$ cat src/rtl/input_debouncer_if.sv
// input_debouncer_if: raw input and debounced outputs of input_debouncer
interface input_debouncer_if #(
    parameter int EVT_W = 8
);
    logic             din;
    logic             d;
    logic             rise;
    logic             fall;
    logic [EVT_W-1:0] evt_cnt;
    modport master (output din, input d, rise, fall, evt_cnt);
    modport slave  (input din, output d, rise, fall, evt_cnt);
endinterface

$ cat src/rtl/input_debouncer.sv
// input_debouncer: two-flop synchronizer, debounce FSM and rising-event counter
module input_debouncer #(
    parameter int DEBOUNCE_CYCLES = 4,
    parameter int CNT_W           = 3,
    parameter int EVT_W           = 8
) (
    input  logic               clk,
    input  logic               rst,
    input_debouncer_if.slave   bus
);
    typedef enum logic [1:0] {LOW, WAIT_HIGH, HIGH, WAIT_LOW} state_t;
    localparam logic [CNT_W-1:0] LAST = CNT_W'(DEBOUNCE_CYCLES - 1);
    localparam logic [CNT_W-1:0] ONE  = CNT_W'(1);
    state_t           state, nxt_state;
    logic             s1, s2;
    logic [CNT_W-1:0] cnt, nxt_cnt;
    logic             d_q, rise_q, fall_q;
    logic             nxt_d, nxt_rise, nxt_fall;
    logic [EVT_W-1:0] evt_q;
    always_ff @(posedge clk or posedge rst) begin
        if (rst) begin
            s1 <= 1'b0;
            s2 <= 1'b0;
        end else begin
            s1 <= bus.din;
            s2 <= s1;
        end
    end
    always_ff @(posedge clk or posedge rst) begin
        if (rst) begin
            state  <= LOW;
            cnt    <= '0;
            d_q    <= 1'b0;
            rise_q <= 1'b0;
            fall_q <= 1'b0;
            evt_q  <= '0;
        end else begin
            state  <= nxt_state;
            cnt    <= nxt_cnt;
            d_q    <= nxt_d;
            rise_q <= nxt_rise;
            fall_q <= nxt_fall;
            evt_q  <= nxt_rise ? evt_q + EVT_W'(1) : evt_q;
        end
    end
    always_comb begin
        nxt_state = state;
        nxt_cnt   = '0;
        nxt_d     = d_q;
        nxt_rise  = 1'b0;
        nxt_fall  = 1'b0;
        case (state)
            LOW: begin
                nxt_state = s2 ? WAIT_HIGH : LOW;
                nxt_cnt   = s2 ? ONE : '0;
            end
            WAIT_HIGH: begin
                if (!s2) begin
                    nxt_state = LOW;
                end else if (cnt == LAST) begin
                    nxt_state = HIGH;
                    nxt_d     = 1'b1;
                    nxt_rise  = 1'b1;
                end else begin
                    nxt_cnt = cnt + ONE;
                end
            end
            HIGH: begin
                nxt_state = s2 ? HIGH : WAIT_LOW;
                nxt_cnt   = s2 ? '0 : ONE;
            end
            default: begin
                if (s2) begin
                    nxt_state = HIGH;
                end else if (cnt == LAST) begin
                    nxt_state = LOW;
                    nxt_d     = 1'b0;
                    nxt_fall  = 1'b1;
                end else begin
                    nxt_cnt = cnt + ONE;
                end
            end
        endcase
    end
    assign bus.d       = d_q;
    assign bus.rise    = rise_q;
    assign bus.fall    = fall_q;
    assign bus.evt_cnt = evt_q;
endmodule

$ cat src/flat_wrapper.sv
// flat-port wrapper written by rule: the top's interface ports become plain ports
module input_debouncer_flat 
#(
    parameter int DEBOUNCE_CYCLES = 4,
    parameter int CNT_W           = 3,
    parameter int EVT_W           = 8
)
  (clk, rst, bus_din, bus_d, bus_rise, bus_fall, bus_evt_cnt);
  input_debouncer_if #(.EVT_W(EVT_W)) bus_i ();
  input  logic clk;
  input  logic rst;
  input wire logic [$bits(bus_i.din)-1:0] bus_din;
  output wire logic [$bits(bus_i.d)-1:0] bus_d;
  output wire logic [$bits(bus_i.rise)-1:0] bus_rise;
  output wire logic [$bits(bus_i.fall)-1:0] bus_fall;
  output wire logic [$bits(bus_i.evt_cnt)-1:0] bus_evt_cnt;
  assign bus_i.din = bus_din;
  assign bus_d = bus_i.d;
  assign bus_rise = bus_i.rise;
  assign bus_fall = bus_i.fall;
  assign bus_evt_cnt = bus_i.evt_cnt;
  input_debouncer #(.DEBOUNCE_CYCLES(DEBOUNCE_CYCLES), .CNT_W(CNT_W), .EVT_W(EVT_W)) u_core (.clk(clk), .rst(rst), .bus(bus_i));
endmodule
$ cat config.mk
export PLATFORM = sky130hd
export DESIGN_NAME = input_debouncer_flat
export DESIGN_NICKNAME = d
export VERILOG_FILES = /design/src/rtl/input_debouncer_if.sv /design/src/rtl/input_debouncer.sv /design/src/flat_wrapper.sv
export SDC_FILE = /design/constraint.sdc
export NUM_CORES = 1
export LEC_CHECK = 0
export ABC_AREA = 1
export BUFFER_PORTS_ARGS = -buffer_cell sky130_fd_sc_hd__buf_2
export CAP_MARGIN = 25
export CORE_ASPECT_RATIO = 1.1
export CORE_MARGIN = 3
export CORE_UTILIZATION = 51
export CTS_BUF_LIST = sky130_fd_sc_hd__clkbuf_8
export DETAILED_ROUTE_END_ITERATION = 12
export PLACE_DENSITY = 0.71
export SLEW_MARGIN = 20
export SYNTH_ARGS = -nofsm -noshare
export SYNTH_HDL_FRONTEND = slang
export SYNTH_SLANG_ARGS = --single-unit
$ cat constraint.sdc
create_clock -name clk -period 3.4 [get_ports clk]
set_input_delay 0.51 -clock clk [delete_from_list [all_inputs] [get_ports clk]]
set_output_delay 0.51 -clock clk [all_outputs]
set_load 0.05 [all_outputs]
# == Word-level counts from Yosys, hierarchy flattened ==
# Index checks and enable logic that the tools add are counted.
# totals
reg_bits,18
input_bits,3
# classes
n_addsub,2
n_eq_ne,6
mux,23
bitwise_logic,1
reduce_logical,6
# ops
operator,count
two-way mux 1 bit,13
two-way mux 3 bit,3
one-hot mux 3 bit (3 select lines),1
adder 8 x 1 -> 8 bit (second input constant),1
two-way mux 2 bit,4
one-hot mux 2 bit (3 select lines),1
nonzero test 5 bit,1
AND reduction 4 bit,1
adder 3 x 1 -> 3 bit (second input constant),1
== test 3 x 2 -> 1 bit (second input constant),1
!= test 3 bit (second input constant),1
OR reduction 3 bit,1
== test 2 x 1 -> 1 bit (second input constant),1
== test 2 bit (second input constant),1
logical NOT 2 bit,1
!= test 2 x 1 -> 1 bit (second input constant),1
!= test 2 bit (second input constant),1
one-hot mux 1 bit (2 select lines),1
AND reduction 2 bit,1
OR reduction 2 bit,1
NOT 1 bit,1

# == Longest topological paths before layout ==
# Gate-level depths: netlist of the first run.
# logic_depth
depth_word,4
depth_mapped,7

# == Worst setup path before layout of the first run ==
# OpenSTA, ideal clock, no wires.
# synth_timing
path_kind,register to register
start,reg u_core.evt_q[0] (netlist: u_core.bus.evt_cnt[0])
end,reg u_core.evt_q[4] (netlist: u_core.bus.evt_cnt[4])
setup_ns,0.118
t_arrival_ns,1.349
required_time_ns,3.282
slack_ns,1.933
stages_incl_launch_ff,6
n_path_buf,0
path_cell_list,dfrtp_1 > ha_1 > nand3_1 > xnor2_1 > nand2_1 > nand2_1
# synth_via
elab_chain_cells,1
# synth_lines
element,line,source
start: declaration,input_debouncer.sv:19,logic [EVT_W-1:0] evt_q;
start signal: assignment,input_debouncer.sv:43,evt_q <= nxt_rise ? evt_q + EVT_W'(1) : evt_q;
adder 8 x 1 -> 8 bit,input_debouncer.sv:43,
# Every way passes these cells.
# A chain may end at the register's enable or synchronous reset.

# == Worst setup path in the final report of the first run ==
# layout_timing
start,reg u_core.cnt[0]
end,reg u_core.evt_q[2] (netlist: u_core.bus.evt_cnt[2])
# layout_via
elab_chain_cells,4
# layout_lines
element,line,source
start: declaration,input_debouncer.sv:16,"logic [CNT_W-1:0] cnt, nxt_cnt;"
start signal: assignment,input_debouncer.sv:39,cnt <= nxt_cnt;
== test 3 x 2 -> 1 bit,input_debouncer.sv:60,end else if (cnt == LAST) begin
two-way mux 1 bit,input_debouncer.sv:60,
two-way mux 1 bit,input_debouncer.sv:58,if (!s2) begin
two-way mux 1 bit,input_debouncer.sv:52,case (state)
# Every way passes these cells.

==> results of run 1 <==
-- worst max-delay path, delay by kind of cell, from the launching register on --
family	cells	cell delay [ps]
AO/OA/AOI/OAI	1	60
AND/OR/NAND/NOR	3	670
buffers and inverters	1	240
adder cells (fa/ha/maj)	1	210
flip-flops	1	360
-- registers in the layout (all words and copies together) (netlist names), named ones only --
signal	cells
u_core.bus.evt_cnt	8
u_core.cnt	3
u_core.bus.d	1
u_core.bus.fall	1
u_core.bus.rise	1
u_core.s1	1
u_core.s2	1
u_core.state	1
-- report_power, final --
part | switching, mW | total (mW) | internal [mW]
registers | 0.0286 | 0.277 | 0.249
logic | 0.0999 | 0.137 | 0.0373
clock network | 0.0666 | 0.169 | 0.103
total | 0.195 | 0.584 | 0.389
-- routing by layer --
metal | global-route usage | routed length [um]
met5 | 0 | 0
met4 | 0.07229 | 12
met3 | 0.03448 | 81
met2 | 0.2122 | 550
met1 | 0.1869 | 641
-- cell families (layout without fill, tap and decap cells) --
family          count (synthesis)  in the layout  share of synthesized area
simple gates                   47             47                     0.2650
flops                          18             18                     0.5678
buf+inv                        10             26                    0.05678
compound gates                  4              4                    0.02522
xor+xnor                        4              4                    0.05364
fa+ha+maj                       2              2                    0.03154
-- synth_stat cells, drive strengths merged --
cell type,number,area [um2]
nor2,5,28.78
nor3,1,5.000
a21oi,1,5.000
inv,9,33.78
o21ai,3,15.01
xnor2,3,26.28
ha,2,25.02
dfrtp,18,450.4
buf,1,11.26
nand3b,1,7.510
xor2,1,16.27
nand3,5,35.03
nand4,1,6.260
nand2,34,127.6
-- area by class of cell --
class / count / area, um2 / area share
Clock buffer: 4 / 55.05 / 0.05970
Inverter: 9 / 33.78 / 0.03664
Multi-Input combinational cell: 57 / 297.8 / 0.3229
Sequential cell: 18 / 450.4 / 0.4885
Tap cell: 16 / 20.02 / 0.02171
Timing Repair Buffer: 13 / 65.06 / 0.07056
-- through the flow --
stage | utilization | cell area (um2) | cells
final | 0.6499 | 922.1 | 117
after detailed placement | 0.6111 | 867.1 | 113
after CTS | 0.6499 | 922.1 | 117
after floorplan | - | 793.3 | 85
after global routing | 0.6499 | 922.1 | 117
after global placement | 0.6111 | 867.1 | 113
-- how the worst max path moves through the flow --
stage                               start               endpoint  slack [ps]
detailed placement          u_core.cnt[0]  u_core.bus.evt_cnt[2]        1750
CTS                         u_core.cnt[0]  u_core.bus.evt_cnt[2]        1730
finish                      u_core.cnt[0]  u_core.bus.evt_cnt[2]        1750
global route                u_core.cnt[0]  u_core.bus.evt_cnt[3]        1620
global placement            u_core.cnt[0]  u_core.bus.evt_cnt[2]        1830
floorplan           u_core.bus.evt_cnt[0]  u_core.bus.evt_cnt[4]        1930
==> results by group, run 1 <==
Outcome
  • Status: complete, no violations

Drt
  • Antenna Nets Post-Route: 0
  • DRT Wirelength: 1287 um
  • Drt drc: 0
  • Vias per cell: 4.923
  • Via count: 576
  • Drt first pass iters: 4
  • Initial DRC count: 16
  • DR WL/cell: 11.00 um

Clock network
  • Bufs on Longest Clock Path: 2
  • Hold_buf cts: 0
  • Clk pin slew, worst setup/hold paths: 70 ps
  • CTS tree: done
  • Clk root buf: clkbuf_8
  • Skew-Pair Late Insertion Delay: approximately 250 ps
  • Sink Count: 18
  • CTS H-tree lvls: 1
  • CTS Buf Count: 3
  • Post-CTS Resized: 0
  • Post-CTS setup buffer count: 0

Power and ir drop
  • Leakage: just under 0.5 nW
  • Cell area power density: approximately 630 mW/mm2
  • Final Power: 583.7 uW
  • VDD IR max: between 400 and 500 uV

Global routing
  • Grt ovf: 0
  • Initial antenna violation count: 0
  • Vias in the first global route: 477
  • Pin count of the biggest net entering global routing: 19
  • First-pass GRT wire length: 2063 um
  • Gr usage total: 0.1398

Yosys
  • Unique masters post-synth: 18
  • #FFs+latches synth: 18
  • Synthesized Nets: 90
  • Post-Syn Instances: 85
  • Area of the mapped netlist: 793.3 um2
  • Synth warnings: 0
  • Post-synthesis sequential area ratio: 0.5678
  • Syn Area/Cell: a little over 9 um2

Layout
  • NumNets Final: 107
  • Layout cells sized above 1: 0.2178
  • Commonest non-fill, non-tap cell in the layout: nand2_1
  • Commonest cells after routing, fill and taps aside: nand2_1 (34), dfrtp_1 (18), buf_2 (13)
  • Fill count: 111
  • Synthesis-to-layout area growth: 16.25%
  • Diode count: 0

Setup path
  • Crit start category: flip-flop
  • Crit Path Max Fanout: 11
  • Critical R2R Launch: u_core.cnt[0]
  • Worst Reg-to-Reg Cells: 6
  • Worst R2R End: u_core.bus.evt_cnt[2]
  • Crit path largest cell delay: 430 ps
  • R2R setup slack: ~1700 ps
  • Max stage delay cell, worst path: nor2_2
  • CP Class: reg -> reg
  • Worst Path Required: 3540 ps
  • Crit path capture type: flip-flop
  • Crit-path cells: ha_1, nand3_2, nor2_2, inv_1, nand2_1, o21ai_1
  • Worst EP arrival: 1790 ps

Timing
  • Fin crit period: between 1500 and 2000 ps
  • Measured slew at the worst slew-check pin: ~660 ps
  • RSZ-0062 raised after global routing: false
  • Setup TNS: 0 ps
  • Final cycle utilization of the critical path: 0.4866
  • Min Hold Slack: 343.2 ps
  • Fin. max-slew vios: 0
  • Fin worst setup slack: 1746 ps
  • Setup Skew: 5.532 ps
  • Final Hold Fails: 0
  • Setup violators final: 0
  • Fmax: 604.4 MHz
  • Max_slew headroom: 0.5598

Placed design
  • Dpl hpwl: 907.2 um
  • Port buffer count: 13
  • GP Congestion: 0.7603
  • Dpl ws: 1755 ps

Die
  • DIE WIDTH: roughly 44 um
  • Starting Density: 0.5591
  • IO Pins: 14
  • Die footprint: 0.002065 mm2
  • Core area: between 0.001 and 0.0015 mm2
  • Rows: 14
  • DIE HEIGHT: roughly 47 um

Flow run
  • Max Cap Viol: 0

Min path
  • Worst min path class: in -> async
Note: power is estimated with default switching activity, not from simulation.
==> run 2, diff against run 1 <==
--- a/config.mk
+++ b/config.mk
@@ -5,7 +5,7 @@
 export SDC_FILE = /design/constraint.sdc
 export NUM_CORES = 1
 export LEC_CHECK = 0
-export ABC_AREA = 1
+export ABC_AREA = 0
 export BUFFER_PORTS_ARGS = -buffer_cell sky130_fd_sc_hd__buf_2
 export CAP_MARGIN = 25
 export CORE_ASPECT_RATIO = 1.1
==> constraint.sdc (replaced) <==
create_clock -name clk -period 1.7 [get_ports clk]
set_input_delay 0.255 -clock clk [delete_from_list [all_inputs] [get_ports clk]]
set_output_delay 0.255 -clock clk [all_outputs]
set_load 0.05 [all_outputs]
==> run 2 against run 1 <==
Effect of this change: core utilization rose by 5.0 points; routed wire length is 2.8% lower; synthesized cell count decreased by 32%; global-route usage increased by 1.8 points; combinational power increased by 120%; sequential cell count stayed put; clock skew down 3.9 ps; non-clock buffer count did not move; largest power group unchanged.
==> results by group, run 2 <==
Drt
  • Via count: 478 (-17%)
  • Drt first pass iters: 4 (unchanged)
  • Initial DRC count: 4 (-12)
  • DR WL/cell: 13.90 um (+26%)
  • Antenna Nets Post-Route: 0 (unchanged)
  • Vias per cell: 5.311 (+7.9%)
  • DRT Wirelength: 1251 um (-2.8%)
  • Drt drc: 0 (unchanged)

Timing
  • Fin. max-slew vios: 0 (unchanged)
  • Measured slew at the worst slew-check pin: 650.5 ps (-9.069 ps)
  • Fmax: 689.4 MHz (+14%)
  • Setup TNS: 0 ps (unchanged)
  • Fin crit period: 1450 ps (-204.0 ps)
  • Final cycle utilization of the critical path: 0.8532 (+0.3666)
  • Final Hold Fails: 0 (unchanged)
  • Setup Skew: 1.634 ps (-3.898 ps)
  • Max_slew headroom: 0.5659 (+0.006053)
  • Fin worst setup slack: 249.5 ps (-1496 ps)
  • Setup violators final: 0 (unchanged)
  • RSZ-0062 raised after global routing: false

Yosys
  • Unique masters post-synth: 22 (+4)
  • Top post-synthesis cells by count: dfrtp_1 (18), xor2_1 (8), nand2_1 (4), nor3_1 (4), inv_1 (3)
  • Synthesized Nets: 63 (-30%)
  • Post-synth top area share: 0.6010 (+0.03318)
  • Area of the mapped netlist: 749.5 um2 (-5.5%)
  • #FFs+latches synth: 18 (unchanged)
  • EDFF count, synth: 0 (unchanged)
  • Synth warnings: 0 (unchanged)
  • Count leader, synth: dfrtp_1
  • Syn Area/Cell: 12.92 um2 (+38%)
  • Post-Syn Instances: 58 (-32%)
  • Dominant synthesized flop cell: dfrtp_1
  • Post-synthesis sequential area ratio: 0.6010 (+0.03318)
  • Synth area leader: dfrtp_1
  • Area contributors post-synth: dfrtp_1 (60%), xor2_1 (9.3%), ha_1 (3.3%)
  • Fraction of registers with async set/reset: 1.000 (unchanged)

Die
  • Core area: 0.001269 mm2 (-11%)
  • IO Pins: 14 (unchanged)
  • Die footprint: 0.001966 mm2 (-4.8%)
  • Starting Density: 0.5907 (+0.03165)
  • Rows: 13 (-1)
  • DIE HEIGHT: 46.21 um (-2.4%)
  • DIE WIDTH: 42.55 um (-2.4%)

Clock network
  • Post-CTS setup buffer count: 0 (unchanged)
  • Skew-Pair Late Insertion Delay: 250 ps (about the same)
  • Clk pin slew, worst setup/hold paths: 70 ps (about the same)
  • CTS H-tree lvls: 1 (unchanged)
  • CTS Buf Count: 3 (unchanged)
  • Sink Count: 18 (unchanged)
  • Post-CTS Resized: 0 (unchanged)
  • Clk root buf: clkbuf_8
  • Hold_buf cts: 0 (unchanged)
  • CTS tree: done
  • Bufs on Longest Clock Path: 2 (unchanged)

Layout
  • NumNets Final: 81 (-24%)
  • Multi-input gate area: 287.8 um2 (-3.4%)
  • Synthesis-to-layout area growth: 18.53%
  • Max reg flops: 8 (unchanged)
  • Final Non-Filler Cells: 90 (-23%)
  • Diode count: 0 (unchanged)
  • Layout cells sized above 1: 0.2800 (+0.06218)
  • FF/Latch Area: 450.4 um2 (unchanged)
  • Commonest cells after routing, fill and taps aside: dfrtp_1 (18), buf_2 (13), xor2_1 (8)
  • Commonest non-fill, non-tap cell in the layout: dfrtp_1
  • Fill count: 95 (-14%)
  • Final Util: 0.7002 (+0.05028)

Placed design
  • Port buffer count: 13 (unchanged)
  • GP Congestion: 0.7129 (-6.2%)
  • Dpl hpwl: 913.7 um (+0.72%)
  • Inst Count DP: 86 (-24%)
  • Dpl ws: 264.5 ps (-1490 ps)

Flow run
  • Max Cap Viol: 0 (unchanged)

Global routing
  • Initial antenna violation count: 0 (unchanged)
  • Grt ovf: 0 (unchanged)
  • Gr usage total: 0.1582 (+0.01834)
  • Pin count of the biggest net entering global routing: 19 (unchanged)
  • First-pass GRT wire length: 2214 um (+7.3%)
  • Vias in the first global route: 496 (+4.0%)

Outcome
  • Status: complete, no violations

Power and ir drop
  • Cell area power density: 1377 mW/mm2 (+120%)
  • Combinational share of power: 0.243 (+0.008)
  • Int Power: 807.7 uW (+110%)
  • VDD IR max: 650.6 uV (+55%)
  • Final Power: 1.223 mW (+110%)
  • Clk pwr share: 0.277 (-0.013)
  • Leakage: 0.4810 nW (-2.7%)
  • Sw Pwr: 415.5 uW (+110%)
  • Sequential share of power: 0.481 (+0.006)
  • Sw Ratio: 0.3397 (+0.005378)

Setup path
  • Crit path capture type: flip-flop
  • Worst R2R End: u_core.bus.evt_cnt[1]
  • Crit Path Max Fanout: 10 (-1)
  • R2R setup slack: 250 ps (-1500 ps)
  • CP Class: reg -> reg
  • Worst Path Required: 1830 ps (-1710 ps)
  • Critical R2R Launch: u_core.cnt[0]
  • Worst Reg-to-Reg Cells: 4 (-2)
  • Worst EP arrival: 1580 ps (-210 ps)
  • Crit start category: flip-flop

Min path
  • Worst min path class: in -> async
-- run 2: cell types whose count changed after synthesis, moves of 2 or more --
cell	delta
nand3_1	-2
nor3_1	+3
inv_1	-6
nand3_2	-2
nand2_1	-30
mux2_1	+2
xnor2_1	-3
xor2_1	+8
nor4_2	+2
-- run 2: final cells by class --
cell class                      count  area share
Timing Repair Buffer               13     0.07324
Inverter                            3     0.01268
Multi-Input combinational cell     37      0.3239
Clock buffer                        4     0.06197
Sequential cell                    18      0.5070
Tap cell                           15     0.02113
-- run 2: how the worst max path moves through the flow --
stage,from,to,cells past startpoint
after floorplan,u_core.bus.evt_cnt[0],u_core.bus.evt_cnt[6],4
after global placement,u_core.cnt[0],u_core.bus.evt_cnt[1],4
after detailed placement,u_core.cnt[0],u_core.bus.evt_cnt[1],4
after CTS,u_core.cnt[0],u_core.bus.evt_cnt[1],4
after global routing,u_core.cnt[0],u_core.bus.evt_cnt[1],4
final,u_core.cnt[0],u_core.bus.evt_cnt[1],4
-- run 2: power groups by stage --
stage	Clock [mW]	Sequential, mW	Combinational (mW)
global route	0.365	0.602	0.331
CTS	0.346	0.587	0.304
finish	0.338	0.588	0.297
floorplan	0	0.674	0.140
detailed placement	0	0.593	0.302
global placement	0	0.591	0.291
-- run 2: cells by family after synthesis --
group | share of synthesized area
xor+xnor | 0.09349
flops | 0.6010
compound gates | 0.03840
buf+inv | 0.01502
mux | 0.03005
simple gates | 0.1887
fa+ha+maj | 0.03338
-- run 2: stage by stage --
stage               hold WS [ps]  area [um2]
floorplan                  193.6       749.5
global placement           336.4       833.3
detailed placement         341.3       833.3
CTS                        106.3       888.4
global route               97.73       888.4
finish                     90.67       888.4
-- run 2: worst max-delay path, cell delays in order (launching register included) --
cell	delay, ps
dfrtp_1	350
ha_1	250
nand3b_4	180
nor2_2	220
mux2_1	340
-- run 2: per-layer routing --
layer	global-route usage	part of all wire
met1	0.1949	0.45
met2	0.2584	0.49
met3	0.04688	0.049
met4	0.07453	0.0088
met5	0	0
==> run 3, diff against run 2 <==
--- a/config.mk
+++ b/config.mk
@@ -5,15 +5,15 @@
 export SDC_FILE = /design/constraint.sdc
 export NUM_CORES = 1
 export LEC_CHECK = 0
-export ABC_AREA = 0
+export ABC_AREA = 1
 export BUFFER_PORTS_ARGS = -buffer_cell sky130_fd_sc_hd__buf_2
 export CAP_MARGIN = 25
 export CORE_ASPECT_RATIO = 1.1
 export CORE_MARGIN = 3
-export CORE_UTILIZATION = 51
+export CORE_UTILIZATION = 50
 export CTS_BUF_LIST = sky130_fd_sc_hd__clkbuf_8
 export DETAILED_ROUTE_END_ITERATION = 12
-export PLACE_DENSITY = 0.71
+export PLACE_DENSITY = 0.7
 export SLEW_MARGIN = 20
 export SYNTH_ARGS = -nofsm -noshare
 export SYNTH_HDL_FRONTEND = slang
==> run 3 against run 2 <==
Effect of this change: worst hold slack worse by 2.0 ps; final cell count up 32%; sequential power down 6.1%; combinational power shrank 8.1%; core utilization down 4.8 points; sequential cell count is the same; die area is 6.9% higher; critical path depth up 3; fmax increased by 7.0%; global-route usage fell by 0.24 points; critical path type unchanged; critical endpoint is now u_core.bus.evt_cnt[7]; highest routed layer unchanged.
==> results by group, run 3 (same netlist as run 1, synthesis figures left out) <==
Setup path
  • Crit path largest cell delay: 350 ps (about the same)
  • Worst Path Required: 1840 ps (about the same)
  • Crit start category: flip-flop
  • Crit path capture type: flip-flop
  • Crit-path cells: ha_1, nand3_2, nor2_2, buf_4, nand3_2, nand2_1, nand2_1
  • Max stage delay cell, worst path: dfrtp_1
  • Crit Path Max Fanout: 6 (-4)
  • Worst EP arrival: 1500 ps (-80 ps)
  • Buf/Inv on CP: 1 (+1)
  • Top delay family on crit path: simple AND/OR/NAND/NOR gates
  • CP Class: reg -> reg

Global routing
  • Grt ovf: 0 (unchanged)
  • Initial antenna violation count: 0 (unchanged)
  • Gr usage total: 0.1558 (-0.002392)
  • Vias in the first global route: 553 (+11%)
  • First-pass GRT wire length: 2366 um (+6.9%)
  • Pin count of the biggest net entering global routing: 19 (unchanged)

Timing
  • Fmax: 738.0 MHz (+7.0%)
  • Final cycle utilization of the critical path: 0.7971 (-0.05612)
  • Setup TNS: 0 ps (unchanged)
  • Fin. max-slew vios: 0 (unchanged)
  • Setup violators final: 0 (unchanged)
  • Max_slew headroom: 0.5619 (-0.004010)
  • Setup Skew: 2.426 ps (+0.7918 ps)
  • Measured slew at the worst slew-check pin: 656.5 ps (+6.009 ps)
  • RSZ-0062 raised after global routing: false
  • Fin crit period: 1355 ps (-95.41 ps)
  • Final Hold Fails: 0 (unchanged)

Drt
  • Initial DRC count: 9 (+5)
  • Antenna Nets Post-Route: 0 (unchanged)
  • Drt first pass iters: 2 (-2)
  • Vias per cell: 4.916 (-7.4%)
  • Via count: 585 (+22%)
  • DR WL/cell: 10.70 um (-23%)
  • Wire length on met2: 567 um (-7.8%)
  • Uppermost routed layer: met4
  • Met3 WL: 65 um (+6.6%)
  • Metal-1 WL: 608 um (+8.2%)
  • DRT Wirelength: 1273 um (+1.8%)
  • Drt drc: 0 (unchanged)

Layout
  • Finished Cell Area: 937.1 um2 (+5.5%)
  • Commonest cells after routing, fill and taps aside: nand2_1 (34), dfrtp_1 (18), buf_2 (13)
  • Layout cells sized above 1: 0.2330 (-0.04699)
  • Fill count: 124 (+31%)
  • Synthesis-to-layout area growth: 18.14%
  • Commonest non-fill, non-tap cell in the layout: nand2_1
  • FF/Latch Area: 450.4 um2 (unchanged)
  • NumNets Final: 109 (+35%)
  • Multi-input gate area: 297.8 um2 (+3.5%)
  • Max reg flops: 8 (unchanged)
  • Diode count: 0 (unchanged)

Clock network
  • Sink Count: 18 (unchanged)
  • CTS Buf Count: 3 (unchanged)
  • Post-CTS setup buffer count: 0 (unchanged)
  • CTS tree: done
  • Clk root buf: clkbuf_8
  • Hold_buf cts: 0 (unchanged)
  • Skew-Pair Late Insertion Delay: 250 ps (about the same)
  • Bufs on Longest Clock Path: 2 (unchanged)
  • Post-CTS Resized: 0 (unchanged)
  • Clk pin slew, worst setup/hold paths: 60 ps (about the same)
  • CTS H-tree lvls: 1 (unchanged)

Die
  • Core area: 0.001436 mm2 (+13%)
  • Starting Density: 0.5523 (-0.03847)
  • DIE WIDTH: 43.98 um (+3.3%)
  • Die footprint: 0.002101 mm2 (+6.9%)
  • DIE HEIGHT: 47.78 um (+3.4%)
  • Rows: 14 (+1)
  • IO Pins: 14 (unchanged)

Power and ir drop
  • VDD IR max: 873.5 uV (+34%)
  • Cell area power density: 1239 mW/mm2 (-10%)
  • Leakage: 0.5052 nW (+5.0%)

Placed design
  • Dpl hpwl: 955.7 um (+4.6%)
  • Port buffer count: 13 (unchanged)
  • Placed cell areas: 882.1 um2 (+5.9%)
  • GP Congestion: 0.8236 (+16%)

Flow run
  • Max Cap Viol: 0 (unchanged)

Outcome
  • Status: complete, no violations

Min path
  • Worst min path class: in -> async
-- run 3: changes by cell type in the layout (fill, tap and decap cells not counted), moves of 2 or more --
cell and delta:
nor4_2 -2, buf_4 +2, nand2_1 +30, nor3_1 -3, inv_1 +6, nand3_2 +2, mux2_1 -2, nand3_1 +2
xor2_1 -8, xnor2_1 +3
-- run 3: cell type report --
cell class              instances  area share
repair buffers                 15     0.08545
inverters                       9     0.03605
flip-flops and latches         18      0.4806
clock buffers                   4     0.05874
multi-input cells              57      0.3178
well taps                      16     0.02136
-- run 3: worst paths after layout --
path	endpoint	slack, ps	from	depth (start not counted)
min reg2reg	u_core.s2	350	u_core.s1	0
max in group asynchronous	u_core.s2	1190	rst	2
min in group clk	u_core.s1	110	bus_din	1
min	u_core.bus.evt_cnt[7]	90	rst	2
max reg2reg	u_core.bus.evt_cnt[7]	340	u_core.cnt[0]	7
max	u_core.bus.evt_cnt[7]	340	u_core.cnt[0]	7
-- run 3: per-layer routing --
layer  global-route usage  vias up
met4               0.1024        0
met3              0.04887        6
met1               0.1986      267
met5                    0        -
li1                     -      299
met2               0.2297       13
-- run 3: through the flow --
| step | util | hold WS (ps) | total power [mW] | cells | setup WS, ps |
|---|---|---|---|---|---|
| finish | 0.6524 | 88.63 | 1.161 | 119 | 344.9 |
| detailed placement | 0.6141 | 341.3 | 0.8364 | 115 | 330.6 |
| floorplan | - | 193.6 | 0.7710 | 85 | 232.7 |
| global route | 0.6524 | 97.41 | 1.237 | 119 | 205.6 |
| CTS | 0.6524 | 103.6 | 1.179 | 119 | 320.5 |
| global placement | 0.6141 | 333.8 | 0.8321 | 115 | 395.4 |
-- run 3: where the power goes --
part | internal, mW | switching (mW)
logic | 0.0771 | 0.196
clock network | 0.205 | 0.132
registers | 0.497 | 0.0542
total | 0.780 | 0.382
